===== src/rtl/serial_sub_pkg.sv =====
// Shared types and constants for the bit-serial subtractor.
// Latency: n/a (definitions only).
// Backpressure: n/a.
package serial_sub_pkg;

    localparam int DEFAULT_WIDTH = 4;

    typedef enum logic [1:0] {
        IDLE  = 2'd0,
        SHIFT = 2'd1,
        DONE  = 2'd2
    } state_t;

endpackage


===== src/rtl/full_subtractor.sv =====
// One-bit full subtractor: d = a - b - bin, with borrow out.
// Latency: combinational.
// Backpressure: none.
module full_subtractor (
    input  logic a,
    input  logic b,
    input  logic bin,
    output logic d,
    output logic bout
);

    always_comb begin
        d    = a ^ b ^ bin;
        bout = (~a & b) | (~(a ^ b) & bin);
    end

endmodule


===== src/rtl/serial_subtractor.sv =====
// Bit-serial a - b, LSB first, one bit per cycle; SERIAL_SUBTRACTOR_OVF_EN adds signed overflow output ovf.
// Latency: out_valid rises WIDTH edges after the accepting edge (WIDTH+1 counting that edge).
// Backpressure: result held in DONE until out_ready; in_ready only in IDLE, one cycle after handoff.
module serial_subtractor
    import serial_sub_pkg::*;
#(
    parameter int WIDTH = DEFAULT_WIDTH
) (
    input  logic             clk,
    input  logic             rst_n,
    input  logic             in_valid,
    output logic             in_ready,
    input  logic [WIDTH-1:0] a,
    input  logic [WIDTH-1:0] b,
    output logic [WIDTH-1:0] diff,
    output logic             borrow,
    output logic             out_valid,
    input  logic             out_ready
`ifdef SERIAL_SUBTRACTOR_OVF_EN
    ,
    output logic             ovf
`endif
);

    localparam int CNT_W = $clog2(WIDTH);

    state_t             state_q, state_d;
    logic [WIDTH-1:0]   a_q, a_d;
    logic [WIDTH-1:0]   b_q, b_d;
    logic [WIDTH-1:0]   diff_q, diff_d;
    logic [CNT_W-1:0]   cnt_q, cnt_d;
    logic               br_q, br_d;
    logic               borrow_q, borrow_d;

    logic accept;
    logic last_bit;
    logic fs_d;
    logic fs_bout;

    full_subtractor u_fs (
        .a    (a_q[0]),
        .b    (b_q[0]),
        .bin  (br_q),
        .d    (fs_d),
        .bout (fs_bout)
    );

    assign accept   = in_valid && in_ready;
    assign last_bit = (cnt_q == CNT_W'(WIDTH - 1));

    always_ff @(posedge clk) begin
        if (!rst_n) begin
            state_q  <= IDLE;
            a_q      <= '0;
            b_q      <= '0;
            diff_q   <= '0;
            cnt_q    <= '0;
            br_q     <= 1'b0;
            borrow_q <= 1'b0;
        end else begin
            state_q  <= state_d;
            a_q      <= a_d;
            b_q      <= b_d;
            diff_q   <= diff_d;
            cnt_q    <= cnt_d;
            br_q     <= br_d;
            borrow_q <= borrow_d;
        end
    end

    always_comb begin
        state_d = state_q;
        case (state_q)
            IDLE:    if (accept)                 state_d = SHIFT;
            SHIFT:   if (last_bit)               state_d = DONE;
            DONE:    if (out_valid && out_ready) state_d = IDLE;
            default:                             state_d = IDLE;
        endcase
    end

    always_comb begin
        in_ready  = (state_q == IDLE);
        out_valid = (state_q == DONE);
    end

    // Operands shift right so the current bit is always at index 0;
    // result bits enter at the MSB and settle into place after WIDTH shifts.
    always_comb begin
        a_d      = a_q;
        b_d      = b_q;
        diff_d   = diff_q;
        cnt_d    = cnt_q;
        br_d     = br_q;
        borrow_d = borrow_q;
        case (state_q)
            IDLE: begin
                if (accept) begin
                    a_d      = a;
                    b_d      = b;
                    diff_d   = '0;
                    cnt_d    = '0;
                    br_d     = 1'b0;
                    borrow_d = 1'b0;
                end
            end
            SHIFT: begin
                a_d    = a_q >> 1;
                b_d    = b_q >> 1;
                diff_d = {fs_d, diff_q[WIDTH-1:1]};
                br_d   = fs_bout;
                cnt_d  = cnt_q + 1'b1;
                if (last_bit) borrow_d = fs_bout;
            end
            default: ;
        endcase
    end

    assign diff   = diff_q;
    assign borrow = borrow_q;

`ifdef SERIAL_SUBTRACTOR_OVF_EN
    logic a_msb_q, a_msb_d;
    logic b_msb_q, b_msb_d;
    logic ovf_q, ovf_d;

    always_ff @(posedge clk) begin
        if (!rst_n) begin
            a_msb_q <= 1'b0;
            b_msb_q <= 1'b0;
            ovf_q   <= 1'b0;
        end else begin
            a_msb_q <= a_msb_d;
            b_msb_q <= b_msb_d;
            ovf_q   <= ovf_d;
        end
    end

    // Sign bits are kept aside because the operand registers shift them away.
    always_comb begin
        a_msb_d = a_msb_q;
        b_msb_d = b_msb_q;
        ovf_d   = ovf_q;
        if (state_q == IDLE && accept) begin
            a_msb_d = a[WIDTH-1];
            b_msb_d = b[WIDTH-1];
            ovf_d   = 1'b0;
        end else if (state_q == SHIFT && last_bit) begin
            ovf_d = (a_msb_q != b_msb_q) && (fs_d != a_msb_q);
        end
    end

    assign ovf = ovf_q;
`endif

endmodule

===== config.mk =====
export PLATFORM = sky130hd
export DESIGN_NAME = serial_subtractor
export DESIGN_NICKNAME = d
export VERILOG_FILES = /design/src/rtl/serial_sub_pkg.sv /design/src/rtl/full_subtractor.sv /design/src/rtl/serial_subtractor.sv
export SDC_FILE = /design/constraint.sdc
export NUM_CORES = 1
export LEC_CHECK = 0
export CAP_MARGIN = 30
export CORE_MARGIN = 4
export CORE_UTILIZATION = 41
export DETAILED_ROUTE_END_ITERATION = 16
export PLACE_DENSITY = 0.7
export REMOVE_ABC_BUFFERS = 1
export SYNTH_ARGS = -nofsm -noshare
export SYNTH_HDL_FRONTEND = slang
export SYNTH_HIERARCHICAL = 1
export SYNTH_SLANG_ARGS = --single-unit

===== constraint.sdc =====
create_clock -name clk -period 1.5 [get_ports clk]
set_clock_uncertainty 0.05 [all_clocks]
set_input_delay 0.3 -clock clk [delete_from_list [all_inputs] [get_ports clk]]
set_output_delay 0.3 -clock clk [all_outputs]
set_load 0.05 [all_outputs]

# == Word level (Yosys, flattened, before mapping) ==
# Cells that the tools add are included.
# op_classes
bitwise,7
order_cmp,0
n_reduce_logical,7
n_shift,0
mul,0
muxes,16
add_sub_neg,1
div_mod_pow,0
n_eq_ne,6
# ops
cell,n
case mux 4 bit (2 select lines),3
2-to-1 mux 4 bit,3
2-to-1 mux 2 bit,4
case mux 2 bit (3 select lines),1
AND reduction 3 bit,2
"== test 2 bit, second input constant",2
"!= test 2 x 1 -> 1 bit, second input constant",2
case mux 1 bit (2 select lines),2
case mux 2 bit (2 select lines),1
"adder 2 x 1 -> 2 bit, second input constant",1
bitwise AND 1 bit,2
"== test 2 x 1 -> 1 bit, second input constant",1
logical AND 1 bit,2
logical NOT 2 bit,1
2-to-1 mux 1 bit,2
"!= test 2 bit, second input constant",1
NOT 1 bit,2
AND reduction 2 bit,1
nonzero test 2 bit,1
XOR 1 bit,2
OR 1 bit,1
# totals
regBits,18
ramBits,0
latch_bits,0
wordCells,44
n_memories,0
output_inout_bits,7
romBits,0
input_bits,12

# == Longest topological paths before layout ==
# logic_depth
depth_word,6
depth_mapped,6
depth_no_buf,6

# == By module ==
# Netlist, hierarchy kept.
# by_module_without_submodules
module,cells_per_inst,instances,area_each_um2,seq_area_each_um2
serial_subtractor,77,1,795.8,360.3
full_subtractor,4,1,31.3,0.0

# == Least setup slack after synthesis ==
# OpenSTA, ideal clock, no wires.
# synth_path
path_type,flip-flop to flip-flop
start,register state_q[0]
end,register a_q[3]
setup_ns,0.076
period_less_slack_ns,1.556
required_ns,1.374
path_buffers,0
arrival_ns,1.430
path_stages_with_launch,4
path_slack_ns,-0.056
cell_sequence,dfxtp_1 -> nor2_1 -> a32oi_1 -> a21boi_0
# synth_between
elab_chain_cells,4
word_cells_on_any_way,7
classes_between,eq/ne (2); mux (1); reduce/logical (4)
# synth_rtl
element,line,rtl
from (decl),serial_subtractor.sv:27,"state_t state_q, state_d;"
from (signal assigned),serial_subtractor.sv:61,state_q <= state_d;
logical NOT 2 bit *,serial_subtractor.sv:82,in_ready = (state_q == IDLE);
net in_ready,serial_subtractor.sv:12,"output logic in_ready,"
logical AND 1 bit,serial_subtractor.sv:48,assign accept = in_valid && in_ready;
!= test 2 x 1 -> 1 bit (no line),--,
AND reduction 2 bit (no line),--,
to (signal assigned),serial_subtractor.sv:54,a_q <= '0;
to (signal assigned),serial_subtractor.sv:62,a_q <= a_d;
to (decl),serial_subtractor.sv:28,"logic [WIDTH-1:0] a_q, a_d;"
# Mark *: on every way through the listed nets, which the timed path passes. The rest lies on a longest branch.
# A chain may end at the register's enable or synchronous reset.

# == Worst setup path after layout ==
# layout_path
start,register state_q[0]
end,output port out_valid
# layout_between
elab_chain_cells,1
# layout_rtl
element,line,rtl
== test 2 bit,serial_subtractor.sv:83,out_valid = (state_q == DONE);
to (decl),serial_subtractor.sv:17,"output logic out_valid,"
# Every way passes these cells.

==> results by group <==
Status
  – Outcome: finished, final reports clean

Global routing
  – Largest net degree at the start of global routing: 14
  – Total gr overflow: 0
  – GRT Util Overall: 0.138
  – Vias in the first global route: 658
  – Initial antenna violation count: 0
  – First-pass GRT wire length: 2.87 mm

CTS
  – Clk_lat worst skew: 0.30 ns
  – CTS Hold Bufs: 0
  – CTS tree: done
  – Postcts setup bufs: 0
  – Total CTS buffers: 3
  – Clock buffer depth: 2
  – Number of gates resized after CTS: 3
  – Clk sink count: 18
  – Clock root cell: clkbuf_4
  – Worst-path clk slew: 0.12 ns
  – Number of H-tree levels: 1

Synth
  – Synth area leader: dfxtp_1
  – Synth area leaders: dfxtp_1 (44%), mux2i_1 (8.5%), nor2b_1 (7.6%)
  – Avg Inst Size Synth: 10.2 um^2
  – Synth Register Bits: 18
  – Synth cell types: 22
  – Part of the Yosys area used for sequential elements: 0.436
  – Synth top area share: 0.436
  – Post-Synthesis Cell Area: 827 um^2
  – Post-Syn Instances: 81
  – Number of warnings issued by yosys: 6

Detailed routing
  – Routed len/inst: 12.2 um
  – DRT antenna net count: 0
  – Residual DRC: 0
  – DR pass1 iterations: 4
  – Initial DRC Count: 9
  – Routed WL: 1.61 mm
  – Vias: 667
  – Vias per inst: around 5.1

Critical path
  – Reg-to-reg endpoint: borrow
  – R2r setup slk: 0.17 ns
  – Register-to-Register Path Depth: 6
  – Crit path cell chain: and2b_1, buf_4
  – Crit-path max cell delay: 0.39 ns
  – CP arrival: around 1.1 ns
  – CP Launch Type: flip-flop
  – Critical path class: reg -> out
  – Slowest CP cell: dfxtp_4
  – Setup crit end kind: primary output
  – Crit path required time: 1.15 ns
  – CP max FO: 7
  – FF-to-FF Start: b_q[0]

Worst hold path
  – Hold WC Path Type: reg -> reg
  – Hold Startpoint: state_q[1]
  – Endpoint, Worst Hold: state_q[0]
  – Hold path cells: 1

Floorplan
  – Die Height: 52.9 um
  – Starting density of the core: 0.454
  – Die Footprint: 0.00280 mm^2
  – Die X: 52.9 um
  – Core footprint: between 0.0015 and 0.002 mm^2
  – # rows: 15
  – I/O pins: 19

Place
  – Placed Instance Area: ~0.0011 mm^2
  – DP HPWL: between 1 and 1.5 mm
  – GPL Wtd Cong: 0.770
  – Pre-CTS worst setup slack: -0.0337 ns
  – I/O Buffers: 18

STA
  – Final Hold Fails: 0
  – RSZ-0062 raised after global routing: false
  – Final setup margin: about 0.063 ns
  – Relative slew margins: 0.843
  – Setup violations, final: 0
  – Final min period: between 1 and 1.5 ns
  – Slew @ Worst Pin: 0.236 ns
  – Final Max Tran Viols: 0
  – Max Fclk: 696 MHz
  – Period utilisation layout: 0.958

Power and ir drop
  – Worst IR drop on VDD: between 0.5 and 0.6 mV
  – PwrDens: roughly 900 mW/mm^2
  – Pleak: 0.518 nW

Cells and area
  – Nets: about 120
  – Final Core Density: 0.643
  – Share of post-route cells with drive strength above 1: 0.234
  – Antenna diodes: 0
  – Commonest non-fill, non-tap cells in the layout: dfxtp_1 (16), clkdlybuf4s50_1 (11), nor2b_1 (10)
  – Post-route cell area: ~0.0012 mm^2
  – Commonest non-fill, non-tap cell in the layout: dfxtp_1
  – Area grow syn2layout: 41.6%

Flow run
  – Max Cap Viol: 0
## logic make-up after synthesis
logic type               share of synthesized area
AND/OR/NAND/NOR                              0.166
AO/OA/AOI/OAI                                0.213
flip-flops                                   0.436
buffers and inverters                       0.0605
multiplexers                                0.0847
adder cells (fa/ha/maj)                     0.0393
## how the worst max path moves through the flow
stage,endpoint,depth (start not counted),start,slack (ns)
after floorplan,a_q[3],3,state_q[0],-0.21
after global placement,a_q[0],4,in_valid,-0.003
after detailed placement,diff[3],5,in_valid,-0.03
after CTS,out_valid,2,state_q[0],0.04
after global routing,out_valid,2,state_q[0],0.008
final,out_valid,2,state_q[0],0.06
## where the power goes
| part | total, mW | switching [mW] | internal (mW) |
|---|---|---|---|
| Sequential | 0.522 | 0.0197 | 0.503 |
| Combinational | 0.199 | 0.0881 | 0.111 |
| Clock | 0.304 | 0.157 | 0.148 |
## cell usage after synthesis (all sizes together)
cell type  count
clkbuf         1
ha             1
fa             1
mux2i          7
a21oi          2
and4b          1
dfxtp         18
and2b          2
a32oi          2
nor2b         10
nor3b          1
a22oi          7
nand2          8
buf            3
a21boi         2
inv            5
o21bai         1
nor2           2
o21ba          1
o211a          6
## area by class of cell
type	count	area, um^2
fill	160	649
multi-input combinational	54	419
sequential	18	368
timing repair buffer	26	298
clock buffer	4	36.3
tap	25	31.3
inverter	5	18.8
## registers in the layout, summed over array words and instances (netlist names)
register,cells
state_q,2
a_q,4
b_q,4
cnt_q,2
diff,4
br_q,1
borrow,1
## metrics by stage
stage                     instances  total power [mW]  setup TNS (ns)  hold slack [ns]
after floorplan                  77             0.636          -0.428            0.378
after global placement          128             0.730        -0.00271            0.420
after detailed placement        128             0.735          -0.156            0.437
after CTS                       132              1.03               0            0.461
after global routing            132              1.08               0            0.454
final                           132              1.03               0            0.437
## worst max-delay path, delay by kind of cell, from the launching register on
family	cells	cell delay [ns]
DFF	1	0.39
buffers and inverters	1	0.20
and+or+nand+nor	1	0.21
## metal layers
metal  vias up  GRT usage  wire [um]
met5         -          0          0
li1        337          -          -
met1       317      0.181        760
met3         2     0.0169         55
met2        11      0.223        774
met4         0     0.0638         15
Power figures use the tool's default switching activity.
